### config.mk
export PLATFORM = sky130hd
export DESIGN_NAME = axi4_write_arbiter
export DESIGN_NICKNAME = d
export VERILOG_FILES = /design/src/rtl/axi4_write_arbiter.sv
export SDC_FILE = /design/constraint.sdc
export NUM_CORES = 1
export LEC_CHECK = 0
export BUFFER_PORTS_ARGS = -buffer_cell sky130_fd_sc_hd__buf_2
export CORE_AREA = 2 2 134 136
export CTS_BUF_LIST = sky130_fd_sc_hd__clkbuf_16
export DETAILED_ROUTE_END_ITERATION = 7
export DIE_AREA = 0 0 136 138
export SLEW_MARGIN = 25
export SYNTH_ARGS = -nofsm -noshare
export SYNTH_HDL_FRONTEND = slang
export SYNTH_SLANG_ARGS = --single-unit
### constraint.sdc
create_clock -name clk -period 2.05 [get_ports clk]
set_input_delay 0.1025 -clock clk [delete_from_list [all_inputs] [get_ports clk]]
set_output_delay 0.1025 -clock clk [all_outputs]
set_load 0.005 [all_outputs]
### src/rtl/axi4_write_arbiter.sv
// ============================================================================
// Module      : axi4_write_arbiter
// Description : Two-master to one-slave AXI4 write-channel arbiter, round-robin,
//               one write transaction (AW, W burst, B) in flight at a time.
// Revision    : 1.0  initial release
// ============================================================================
`default_nettype none

module axi4_write_arbiter #(
    parameter int ADDR_W = 32,
    parameter int DATA_W = 32,
    parameter int ID_W   = 11
) (
    input  logic                clk,
    input  logic                rst,
    // master 0
    input  logic [ID_W-1:0]     m0_aw_id,
    input  logic [ADDR_W-1:0]   m0_aw_addr,
    input  logic [7:0]          m0_aw_len,
    input  logic [2:0]          m0_aw_size,
    input  logic [1:0]          m0_aw_burst,
    input  logic                m0_aw_valid,
    output logic                m0_aw_ready,
    input  logic [DATA_W-1:0]   m0_w_data,
    input  logic [DATA_W/8-1:0] m0_w_strb,
    input  logic                m0_w_last,
    input  logic                m0_w_valid,
    output logic                m0_w_ready,
    output logic [ID_W-1:0]     m0_b_id,
    output logic [1:0]          m0_b_resp,
    output logic                m0_b_valid,
    input  logic                m0_b_ready,
    // master 1
    input  logic [ID_W-1:0]     m1_aw_id,
    input  logic [ADDR_W-1:0]   m1_aw_addr,
    input  logic [7:0]          m1_aw_len,
    input  logic [2:0]          m1_aw_size,
    input  logic [1:0]          m1_aw_burst,
    input  logic                m1_aw_valid,
    output logic                m1_aw_ready,
    input  logic [DATA_W-1:0]   m1_w_data,
    input  logic [DATA_W/8-1:0] m1_w_strb,
    input  logic                m1_w_last,
    input  logic                m1_w_valid,
    output logic                m1_w_ready,
    output logic [ID_W-1:0]     m1_b_id,
    output logic [1:0]          m1_b_resp,
    output logic                m1_b_valid,
    input  logic                m1_b_ready,
    // shared slave
    output logic [ID_W-1:0]     s_aw_id,
    output logic [ADDR_W-1:0]   s_aw_addr,
    output logic [7:0]          s_aw_len,
    output logic [2:0]          s_aw_size,
    output logic [1:0]          s_aw_burst,
    output logic                s_aw_valid,
    input  logic                s_aw_ready,
    output logic [DATA_W-1:0]   s_w_data,
    output logic [DATA_W/8-1:0] s_w_strb,
    output logic                s_w_last,
    output logic                s_w_valid,
    input  logic                s_w_ready,
    input  logic [ID_W-1:0]     s_b_id,
    input  logic [1:0]          s_b_resp,
    input  logic                s_b_valid,
    output logic                s_b_ready,
    // monitor
    output logic [1:0]          grant
);

    typedef enum logic [1:0] {
        IDLE = 2'd0,
        ADDR = 2'd1,
        DATA = 2'd2,
        RESP = 2'd3
    } state_t;

    state_t     state_q, state_d;
    logic [1:0] grant_q, grant_d;
    logic       rr_last_q, rr_last_d;   // 1: master 1 was served last
    logic [7:0] len_q, len_d;
    logic [7:0] beat_q, beat_d;
    logic       err_len_q, err_len_d;

    logic sel;
    logic active;
    logic aw_hs, w_hs, b_hs;

    assign sel    = grant_q[1];
    assign active = ~rst;

    // Request path is muxed from the owner; the idle master is never forwarded.
    assign s_aw_id    = sel ? m1_aw_id    : m0_aw_id;
    assign s_aw_addr  = sel ? m1_aw_addr  : m0_aw_addr;
    assign s_aw_len   = sel ? m1_aw_len   : m0_aw_len;
    assign s_aw_size  = sel ? m1_aw_size  : m0_aw_size;
    assign s_aw_burst = sel ? m1_aw_burst : m0_aw_burst;
    assign s_aw_valid = active && (state_q == ADDR) && (sel ? m1_aw_valid : m0_aw_valid);
    assign m0_aw_ready = active && (state_q == ADDR) && grant_q[0] && s_aw_ready;
    assign m1_aw_ready = active && (state_q == ADDR) && grant_q[1] && s_aw_ready;

    assign s_w_data   = sel ? m1_w_data : m0_w_data;
    assign s_w_strb   = sel ? m1_w_strb : m0_w_strb;
    assign s_w_last   = sel ? m1_w_last : m0_w_last;
    assign s_w_valid  = active && (state_q == DATA) && (sel ? m1_w_valid : m0_w_valid);
    assign m0_w_ready = active && (state_q == DATA) && grant_q[0] && s_w_ready;
    assign m1_w_ready = active && (state_q == DATA) && grant_q[1] && s_w_ready;

    assign s_b_ready  = active && (state_q == RESP) && (sel ? m1_b_ready : m0_b_ready);
    assign m0_b_valid = active && (state_q == RESP) && grant_q[0] && s_b_valid;
    assign m1_b_valid = active && (state_q == RESP) && grant_q[1] && s_b_valid;
    assign m0_b_id    = grant_q[0] ? s_b_id   : '0;
    assign m0_b_resp  = grant_q[0] ? s_b_resp : '0;
    assign m1_b_id    = grant_q[1] ? s_b_id   : '0;
    assign m1_b_resp  = grant_q[1] ? s_b_resp : '0;

    assign grant = grant_q;

    assign aw_hs = s_aw_valid && s_aw_ready;
    assign w_hs  = s_w_valid && s_w_ready;
    assign b_hs  = s_b_valid && s_b_ready;

    always_comb begin
        state_d   = state_q;
        grant_d   = grant_q;
        rr_last_d = rr_last_q;
        len_d     = len_q;
        beat_d    = beat_q;
        err_len_d = err_len_q;
        case (state_q)
            IDLE: begin
                if (m0_aw_valid && m1_aw_valid) begin
                    grant_d = rr_last_q ? 2'b01 : 2'b10;
                    state_d = ADDR;
                end else if (m0_aw_valid || m1_aw_valid) begin
                    grant_d = m0_aw_valid ? 2'b01 : 2'b10;
                    state_d = ADDR;
                end
            end
            ADDR: begin
                if (aw_hs) begin
                    len_d   = s_aw_len;
                    beat_d  = 8'd0;
                    state_d = DATA;
                end
            end
            DATA: begin
                if (w_hs) begin
                    beat_d = beat_q + 8'd1;
                    if (s_w_last) begin
                        state_d = RESP;
                    end else if (beat_q == len_q) begin
                        // Burst length exhausted without WLAST: close it out anyway.
                        state_d   = RESP;
                        err_len_d = 1'b1;
                    end
                end
            end
            RESP: begin
                if (b_hs) begin
                    rr_last_d = sel;
                    grant_d   = 2'b00;
                    state_d   = IDLE;
                end
            end
            default: state_d = IDLE;
        endcase
    end

    always_ff @(posedge clk) begin
        if (rst) begin
            state_q   <= IDLE;
            grant_q   <= 2'b00;
            rr_last_q <= 1'b1;
            len_q     <= 8'd0;
            beat_q    <= 8'd0;
            err_len_q <= 1'b0;
        end else begin
            state_q   <= state_d;
            grant_q   <= grant_d;
            rr_last_q <= rr_last_d;
            len_q     <= len_d;
            beat_q    <= beat_d;
            err_len_q <= err_len_d;
        end
    end

endmodule

`default_nettype wire

==> results by group, run 1 <==
Timing
  • Min cycle time layout: 1.93 ns
  • Fin Setup TNS: 0 ns
  • Fin. max-slew vios: 0
  • # setup viols final: 0
  • Worst-Margin Slew: 0.536 ns
  • Max frequency: 518 MHz
  • Max-slew headroom: 64.1%
  • Final Cycle Share: 94.1%
  • Final hold vios: 0
  • RSZ-0062 raised after global routing: false
  • Clock Skew: 0.00239 ns

Synthesis
  • #FFs+latches synth: 21
  • Sequential fraction of the synthesis area: 16.8%
  • Cell Area, Synth: 2510 µm²
  • Avg Cell Area, Syn: between 8 and 9 µm²
  • Synth cell types: 38
  • Top FF cell, synth: dfxtp_1
  • Synth async-reset ratio: 0%
  • Mapped Cells: 284
  • Syn nets: 500
  • Number of synthesized flops with an enable pin: 0
  • Synthesis Warnings: 0

Drt
  • Drt drc: 0
  • Number of routed nets with antenna violations: 0
  • DRT iter0 DRCs: 61
  • Final wirelength: 14000 µm
  • Vias per cell: approximately 4.0
  • First drt pass iteration count: 4
  • Wire per inst: 16.5 µm
  • Via count: 3401

Job
  • Max Cap Viol: 0

Floorplan
  • FP Rows: between 40 and 50
  • Placeable Area: 17500 µm²
  • DIE HEIGHT: approximately 140 µm
  • Die area: 18800 µm²
  • Die X: 136 µm
  • Starting Density: 14.3%
  • # IOs: 340

Power
  • Leakage power: 2.39 nW
  • Final Power: 0.00258 W
  • VDD IR-drop max: 0.000306 V
  • Power density over cell area: between 500 and 600 nW/µm²

Layout
  • Layout net count: 834
  • Area grow syn2layout: 82.3%
  • Cell area after layout: between 4000 and 5000 µm²
  • Layout cells sized above 1: 73.1%

Outcome
  • Status: completed

Clock tree
  • Post-CTS Setup Repair Bufs: 0
  • Clk buf depth: 2
  • Worst-Skew Late Latency: between 0.2 and 0.3 ns
  • CTS tree: built
  • TritonCTS Buffers: 3
  • Root buf cell: clkbuf_16
  • H-tree depth: 1
  • Sink Count: 21
  • Clock transition at the registers of the reported paths: 0.06 ns

GRT
  • First-pass GRT wire length: slightly below 20000 µm
  • GR Overflow Total: 0
  • Initial antenna violation count: 4
  • GRT Total Usage: 13.8%
  • Number of global-route vias before repair: around 3300
  • Largest net degree at the start of global routing: 50

Critical path
  • Critical Path RT: roughly 2.0 ns
  • CP arrival: 1.83 ns
  • Crit start category: flip-flop
  • CP Class: flip-flop to output port
  • CP Max Fanout: 30
  • CP endpoint kind: output port
  • Worst r2r path cells: 7

Place
  • Dpl hpwl: 12300 µm
  • PortBufs: approximately 340
  • GP Congestion: 0.856
  • Post-DP Area: 4480 µm²

Min path
  • Hold Crit Class: input port to flip-flop
  • Hold Crit Depth: 3
[final timing paths]
check	endpoint	slack, ns	start
max	s_aw_id[6]	0.12	grant[1]
min	rr_last_q	0.14	m1_b_ready
max reg2reg	beat_q[2]	0.16	state_q[1]
min reg2reg	beat_q[1]	0.50	beat_q[1]
[layout make-up]
cell class                 instances  area (µm²)
antenna                            2        5.00
fill                            1976       13000
clock buffer                       3        75.1
clock inverter                     1        3.75
inverter                           5        18.8
tap                              229         287
multi-input combinational        240        1990
sequential                        21         424
timing repair buffer             347        1770
[registers in the layout (all words and copies together), names as in the netlist]
register / cells
beat_q: 8
grant: 2
len_q: 8
rr_last_q: 1
state_q: 2
[cells in the mapped netlist (all sizes together), types with 4 or more instances]
library cell	count	area [µm²]
mux2	92	1040
and2	29	181
dfxtp	21	420
nor3	17	85.1
nor2	16	60.1
buf	11	57.6
nand2	10	37.5
o21ai	10	57.6
xor2	8	70.1
and3	7	43.8
clkbuf	7	26.3
a21oi	6	30.0
ha	6	75.1
mux2i	5	50.1
nand3	5	30.0
inv	4	15.0
nor2b	4	25.0
[cells by family after synthesis]
| kind of cell | share of synthesized area (%) |
|---|---|
| XOR/XNOR | 2.79 |
| flip-flops | 16.8 |
| AND/OR/NAND/NOR | 23.8 |
| adder cells (fa/ha/maj) | 2.99 |
| buffers and inverters | 4.09 |
| AO/OA/AOI/OAI | 6.24 |
| multiplexers | 43.3 |
[power by group]
group	total, W	switching, W	internal [W]	leakage (nW)
combinational	0.00166	0.000800	0.000858	2.17
clock	0.000413	0.000153	0.000260	0.0423
sequential	0.000512	0.0000573	0.000455	0.171
total	0.00258	0.00101	0.00157	2.39
[layer usage]
metal	vias to the layer above	global-route usage (%)	part of all wire, %
li1	1696	-	-
met4	2	4.00	2.4
met5	-	0	0.12
met2	148	25.8	51
met1	1538	15.9	40
met3	17	2.13	6.7
[layout by cell type (no fill, tap or decap), types with 2 or more instances in the layout]
cell / instances
and3_1: 7
nor4_1: 2
o21ai_2: 2
a32oi_1: 2
inv_1: 5
diode_2: 2
or3b_1: 2
o21ai_0: 8
mux2i_1: 5
nand2_1: 10
nor3_1: 17
nor2_1: 16
a21oi_1: 6
nor2b_1: 4
nand2b_1: 3
ha_1: 5
and2_1: 29
buf_2: 339
xor2_1: 8
nor3b_1: 2
mux2_2: 92
dfxtp_1: 20
nand4_1: 2
clkbuf_16: 3
buf_4: 6
nand3_1: 4
or2_2: 2
[critical path, stage by stage, from the launching register on]
cell and delay (ns):
dfxtp_4 0.48, buf_4 0.29, buf_6 0.26, mux2_2 0.39
buf_2 0.13
[through the flow]
step | hold WS [ns] | util (%) | setup WS, ns | std cells
2_1_floorplan | 0.272 | - | 0.368 | 284
3_3_place_gp | 0.408 | 25.6 | 0.188 | 842
3_5_place_dp | 0.399 | 25.6 | 0.129 | 842
4_1_cts | 0.138 | 26.0 | 0.0288 | 846
5_1_grt | 0.140 | 26.1 | 0.0147 | 848
6_report | 0.135 | 26.1 | 0.121 | 848
[timing repair]
action,4_1_cts,5_1_grt
hold buffers,0,0
endpoints found under the hold margin,0,0
setup endpoints to repair,0,22
gates resized for setup,0,2
Power figures use the tool's default switching activity.
==> inputs of run 2 (changes only) <==
- PLACE_DENSITY: not set -> 0.5
==> run 2 against run 1 <==
Against the previous run: worst hold slack gained 0.011 ns; register-to-register slack gained 0.03 ns; highest routed layer unchanged; die area is the same; critical path type is now flip-flop to flip-flop.
==> results by group, run 2 (synthesis gave the netlist of run 1 again) <==
Outcome
  • Status: completed

Clock tree
  • CTS tree: built
  • TritonCTS Buffers: 3 (unchanged)
  • Clk buf depth: 2 (unchanged)
  • H-tree depth: 1 (unchanged)
  • Root buf cell: clkbuf_16
  • Sink Count: 21 (unchanged)
  • Worst-Skew Late Latency: 0.26 ns (about the same)
  • Post-CTS Setup Repair Bufs: 0 (unchanged)
  • # hold bufs at CTS: 0 (unchanged)
  • # resized after CTS: 0 (unchanged)
  • Clock transition at the registers of the reported paths: 0.06 ns (about the same)

GRT
  • First-pass GRT wire length: 19500 µm (-0.14%)
  • GR Overflow Total: 0 (unchanged)
  • Initial antenna violation count: 7 (+3)
  • GRT Total Usage: 13.6% (-0.23 points)
  • Number of global-route vias before repair: 3259 (-0.46%)
  • Largest net degree at the start of global routing: 55 (+10%)

Timing
  • Min cycle time layout: 1.86 ns (-0.0718 ns)
  • Fin. max-slew vios: 0 (unchanged)
  • Max frequency: 538 MHz (+3.9%)
  • Hold_ws: 0.146 ns (+0.0109 ns)
  • Max-slew headroom: 60.8% (-3.3 points)
  • # setup viols final: 0 (unchanged)
  • Worst-Margin Slew: 0.587 ns (+0.0502 ns)
  • Fin Setup TNS: 0 ns (unchanged)
  • RSZ-0062 raised after global routing: false
  • Final hold vios: 0 (unchanged)
  • Clock Skew: 0.00119 ns (-0.00120 ns)
  • Final Cycle Share: 90.6% (-3.5 points)

Layout
  • Area grow syn2layout: 82.6%
  • Area occupied by multi-input gates: 1990 µm² (-0.13%)
  • Storage cell area: 424 µm² (unchanged)
  • Commonest cells after routing, fill and taps aside: buf_2, mux2_2, and2_1, dfxtp_1, nor3_1
  • Layout net count: 833 (-0.12%)
  • Layout cells sized above 1: 72.9% (-0.21 points)
  • Commonest non-fill, non-tap cell in the layout: buf_2
  • FILL cells: 1941 (-1.8%)
  • Leading registers by flop count: beat_q (8), len_q (8)

Min path
  • Hold Crit Depth: 3 (unchanged)
  • Hold Startpoint: m1_b_ready
  • Hold Crit Class: input port to flip-flop
  • Sink of the worst hold path: rr_last_q

Drt
  • Via count: 3349 (-1.5%)
  • DRT iter0 DRCs: 52 (-15%)
  • Vias per cell: 3.94 (-1.8%)
  • First drt pass iteration count: 4 (unchanged)
  • Drt drc: 0 (unchanged)
  • Final wirelength: 13500 µm (-3.1%)
  • Number of routed nets with antenna violations: 0 (unchanged)
  • Wire per inst: 15.9 µm (-3.3%)

Place
  • GP Congestion: 0.848 (-0.86%)
  • Dpl hpwl: 12100 µm (-1.9%)
  • PortBufs: 339 (unchanged)

Critical path
  • Crit start category: flip-flop
  • CP Max Fanout: 6 (-80%)
  • Critical Path RT: 2.24 ns (+0.29 ns)
  • CP endpoint kind: flip-flop
  • Worst R2R Setup Slack: 0.19 ns (+0.03 ns)
  • Worst r2r path cells: 7 (unchanged)
  • Reg2reg end: beat_q[3]
  • R2r startpoint: state_q[1]
  • CP Class: flip-flop to flip-flop
  • CP arrival: 2.05 ns (+0.22 ns)

Floorplan
  • FP Rows: 49 (unchanged)
  • # IOs: 340 (unchanged)
  • Placeable Area: 17500 µm² (unchanged)
  • Starting Density: 14.3% (unchanged)
  • Die area: 18800 µm² (unchanged)
  • DIE HEIGHT: 138 µm (unchanged)
  • Die X: 136 µm (unchanged)

Power
  • Power density over cell area: 559 nW/µm² (-1.1%)
  • VDD IR-drop max: 0.000293 V (-4.3%)
  • Leakage power: 2.38 nW (-0.14%)

Job
  • Max Cap Viol: 0 (unchanged)
## run 2: changes by cell type in the layout (fill, tap and decap cells not counted)
| cell | before | now |
|---|---|---|
| ha_2 | 1 | 0 |
| buf_12 | 1 | 2 |
| buf_4 | 6 | 5 |
| diode_2 | 2 | 5 |
| buf_6 | 1 | 0 |
| ha_1 | 5 | 6 |
## run 2: metal layers
metal / part of all wire, % / wire length, µm / up-vias / global-route usage, %
met2: 49 / 6690 / 141 / 24.0
li1: - / - / 1695 / -
met3: 8.4 / 1130 / 16 / 3.30
met1: 41 / 5480 / 1493 / 16.1
met5: 0.13 / 18 / - / 0
met4: 1.5 / 207 / 4 / 3.78
## run 2: final cells by class
| cell class | count | area share [%] |
|---|---|---|
| Clock buffer | 3 | 1.64 |
| Antenna cell | 5 | 0.273 |
| Inverter | 5 | 0.410 |
| Tap cell | 229 | 6.26 |
| Timing Repair Buffer | 346 | 38.7 |
| Clock inverter | 1 | 0.0819 |
| Multi-Input combinational cell | 240 | 43.3 |
| Sequential cell | 21 | 9.26 |
## run 2: how the worst max path moves through the flow
stage               start         to  slack (ns)  depth (start not counted)
2_1_floorplan  state_q[1]  beat_q[2]        0.37                          7
3_3_place_gp   state_q[1]  beat_q[2]        0.25                          7
3_5_place_dp   state_q[1]  beat_q[2]        0.22                          7
4_1_cts        state_q[1]  beat_q[2]        0.19                          7
5_1_grt        state_q[0]  s_w_valid        0.05                          5
6_report       state_q[1]  beat_q[3]        0.19                          7
## run 2: critical path: stages (launching register included)
cell and delay [ns]:
dfxtp_1 0.34, inv_1 0.11, ha_1 0.27, nand3b_4 0.10, o21ai_2 0.22, nand4_2 0.21, or3b_1 0.42, a21oi_1 0.14
## run 2: report_power, final
part / internal [W] / leakage, nW / switching (W)
clock network: 0.000261 / 0.0423 / 0.000162
registers: 0.000455 / 0.171 / 0.0000796
logic: 0.000851 / 2.17 / 0.000752
total: 0.00157 / 2.38 / 0.000993
## run 2: through the flow
stage | power [W] | area (µm²) | setup WS (ns) | instances | util [%]
floorplan | 0.00144 | 2510 | 0.368 | 284 | -
finish | 0.00256 | 4580 | 0.193 | 850 | 26.1
global placement | 0.00216 | 4490 | 0.251 | 841 | 25.6
CTS | 0.00259 | 4570 | 0.194 | 845 | 26.1
detailed placement | 0.00216 | 4490 | 0.217 | 841 | 25.6
global route | 0.00276 | 4580 | 0.0452 | 848 | 26.1
==> inputs of run 3 (changes only) <==
- ABC_AREA: not set -> 1
- CORE_AREA: 2 2 134 136 -> 2 2 133 135
- DIE_AREA: 0 0 136 138 -> 0 0 135 137
- PLACE_DENSITY: 0.5 -> 0.52
==> run 3 against run 2 <==
Against the previous run: worst hold slack gained 0.027 ns; synthesized area grew 8.3%; first-iteration DRC count grew to 4.7 times the previous value; core utilization grew 1.7 points; synthesized cell count grew 96%; sequential power shrank 4%; largest cell class unchanged.
==> results by group, run 3 <==
Outcome
  • Status: completed

Timing
  • Fin Setup TNS: 0 ns (unchanged)
  • RSZ-0062 raised after global routing: false
  • Min cycle time layout: 1.68 ns (-0.178 ns)
  • # setup viols final: 0 (unchanged)
  • Fin. max-slew vios: 0 (unchanged)
  • Max frequency: 596 MHz (+11%)
  • Final Cycle Share: 81.9% (-8.7 points)
  • Clock Skew: 0.00455 ns (+0.00337 ns)
  • Final hold vios: 0 (unchanged)
  • Hold_ws: 0.173 ns (+0.0266 ns)
  • Worst-Margin Slew: 0.445 ns (-0.141 ns)
  • Max-slew headroom: 70.3% (+9.5 points)
  • Final worst setup slack: 0.371 ns (+0.178 ns)

Synthesis
  • Synth cell types: 30 (-21%)
  • Synth Area in XOR/XNOR: 1.61% (-1.2 points)
  • #FFs+latches synth: 21 (unchanged)
  • Avg Cell Area, Syn: 4.87 µm² (-45%)
  • Yosys top cell by area: nand2_1
  • Adder-cell area share of the yosys netlist: 2.76% (-0.23 points)
  • Syn nets: 774 (+55%)
  • Sequential fraction of the synthesis area: 15.5% (-1.3 points)
  • Mapped Cells: 558 (+96%)
  • Synthesis Warnings: 0 (unchanged)
  • Mux share of post-synthesis cell area: 0% (-43 points)
  • Cell Area, Synth: 2720 µm² (+8.3%)
  • Largest family of logic cells by synthesized area: simple AND/OR/NAND/NOR gates
  • Top cells by count, synth: nand2_1, inv_1, dfxtp_1, nor2_1, buf_2
  • Top FF cell, synth: dfxtp_1
  • Yosys top cell area share: 48.8% (+7.5 points)
  • Simple-gate share of the synthesized area: 61.5% (+38 points)
  • Synth Area in Compound Gates: 5.71% (-0.53 points)
  • Largest cells by area after synthesis: nand2_1, dfxtp_1, inv_1, nor2_1, ha_1
  • Number of synthesized flops with an enable pin: 0 (unchanged)
  • Most frequent cell after synthesis: nand2_1
  • Synth async-reset ratio: 0% (unchanged)

Clock tree
  • Root buf cell: clkbuf_16
  • Worst-Skew Late Latency: 0.26 ns (about the same)
  • # hold bufs at CTS: 0 (unchanged)
  • Clock transition at the registers of the reported paths: 0.06 ns (about the same)
  • TritonCTS Buffers: 3 (unchanged)
  • Clk buf depth: 2 (unchanged)
  • H-tree depth: 1 (unchanged)
  • CTS tree: built
  • Post-CTS Setup Repair Bufs: 0 (unchanged)
  • # resized after CTS: 0 (unchanged)
  • Sink Count: 21 (unchanged)

Floorplan
  • DIE HEIGHT: 137 µm (-0.72%)
  • Die area: 18500 µm² (-1.5%)
  • FP Rows: 48 (-2.0%)
  • Placeable Area: 17100 µm² (-2.7%)
  • Die X: 135 µm (-0.74%)
  • # IOs: 340 (unchanged)
  • Starting Density: 15.9% (+1.6 points)

Layout
  • Layout net count: 1099 (+32%)
  • FILL cells: 2035 (+4.8%)
  • Fin cells: 1109 (+30%)
  • Commonest cells after routing, fill and taps aside: nand2_1, buf_2, inv_1, nor2_1, dfxtp_1
  • Commonest non-fill, non-tap cell in the layout: nand2_1
  • Layout cells sized above 1: 42.0% (-31 points)
  • Leading registers by flop count: beat_q (8), len_q (8)
  • Area grow syn2layout: 74.4%

Drt
  • Wire per inst: 13.1 µm (-18%)
  • Number of routed nets with antenna violations: 0 (unchanged)
  • Drt drc: 0 (unchanged)
  • DRT iter0 DRCs: 245 (+370%)
  • Vias per cell: 3.87 (-1.7%)
  • Via count: 4293 (+28%)
  • Final wirelength: 14500 µm (+7.4%)
  • First drt pass iteration count: 4 (unchanged)

Power
  • VDD IR-drop max: 0.000554 V (+89%)
  • Power density over cell area: 764 nW/µm² (+37%)
  • Final Power: 0.00362 W (+41%)
  • Leakage power: 3.15 nW (+32%)

Critical path
  • CP arrival: 1.58 ns (-0.47 ns)
  • CP Class: flip-flop to output port
  • CP endpoint kind: output port
  • CP Max Fanout: 4 (-2)
  • Critical Path RT: 1.95 ns (-0.29 ns)
  • Worst r2r path cells: 10 (+3)
  • Crit start category: flip-flop

Place
  • Dpl hpwl: 12300 µm (+1.7%)
  • Placed cells: 1103 (+31%)
  • Pre-CTS setup slack: 0.427 ns (+0.210 ns)
  • GP Congestion: 0.786 (-7.4%)
  • PortBufs: 339 (unchanged)

GRT
  • GRT Total Usage: 14.1% (+0.57 points)
  • First-pass GRT wire length: 20800 µm (+6.3%)
  • GR Overflow Total: 0 (unchanged)
  • Number of global-route vias before repair: 3701 (+14%)
  • Largest net degree at the start of global routing: 94 (+71%)
  • Initial antenna violation count: 0 (-7)

Job
  • Max Cap Viol: 0 (unchanged)

Min path
  • Hold Crit Depth: 3 (unchanged)
  • Hold Crit Class: input port to flip-flop
==> run 3: cell types whose count changed after synthesis, sizes merged, moves of 9 or more <==
cell   delta
buf       +9
nand2   +350
and2     -27
inv      +56
mux2     -92
nor2     +11
nor3     -11
==> run 3: final timing paths <==
path | from | end | slack (ns)
max reg2reg | state_q[0] | beat_q[4] | 0.42
min reg2reg | len_q[5] | len_q[5] | 0.47
max | state_q[1] | s_aw_valid | 0.37
min | s_b_valid | rr_last_q | 0.17
==> run 3: layout make-up <==
class | instances | area, µm² | share of cell area, %
antenna | 2 | 5.00 | 0.106
sequential | 21 | 424 | 8.95
tap | 225 | 282 | 5.94
multi-input combinational | 451 | 1950 | 41.1
inverter | 60 | 226 | 4.78
timing repair buffer | 346 | 1770 | 37.4
clock buffer | 3 | 75.1 | 1.58
clock inverter | 1 | 6.26 | 0.132
==> run 3: worst max-delay path, stage by stage (launching register included) <==
cell and delay, ns:
dfxtp_1 0.35, inv_1 0.11, ha_1 0.19, inv_1 0.07
nor2_4 0.11, inv_1 0.08, nor2_1 0.24, buf_2 0.18
==> run 3: cells by family after synthesis <==
kind of cell | Yosys count
flops | 21
fa+ha+maj | 6
compound gates | 30
simple gates | 410
buf+inv | 86
xor+xnor | 5
==> run 3: report_power, final <==
group / switching [W] / total (W) / internal, W
combinational: 0.00161 / 0.00267 / 0.00105
sequential: 0.0000570 / 0.000515 / 0.000458
clock: 0.000170 / 0.000436 / 0.000265
==> run 3: layer usage <==
metal / up-vias / wire (µm) / global-route usage (%)
met2: 161 / 7370 / 25.0
met3: 6 / 965 / 1.74
met4: 0 / 93 / 2.20
li1: 2306 / - / -
met1: 1820 / 6110 / 18.8
met5: - / 0 / 0
==> run 3: stage by stage <==
stage / cell area [µm²] / utilization (%)
global route: 4730 / 27.8
floorplan: 2720 / -
global placement: 4650 / 27.3
detailed placement: 4650 / 27.3
CTS: 4730 / 27.8
finish: 4740 / 27.8
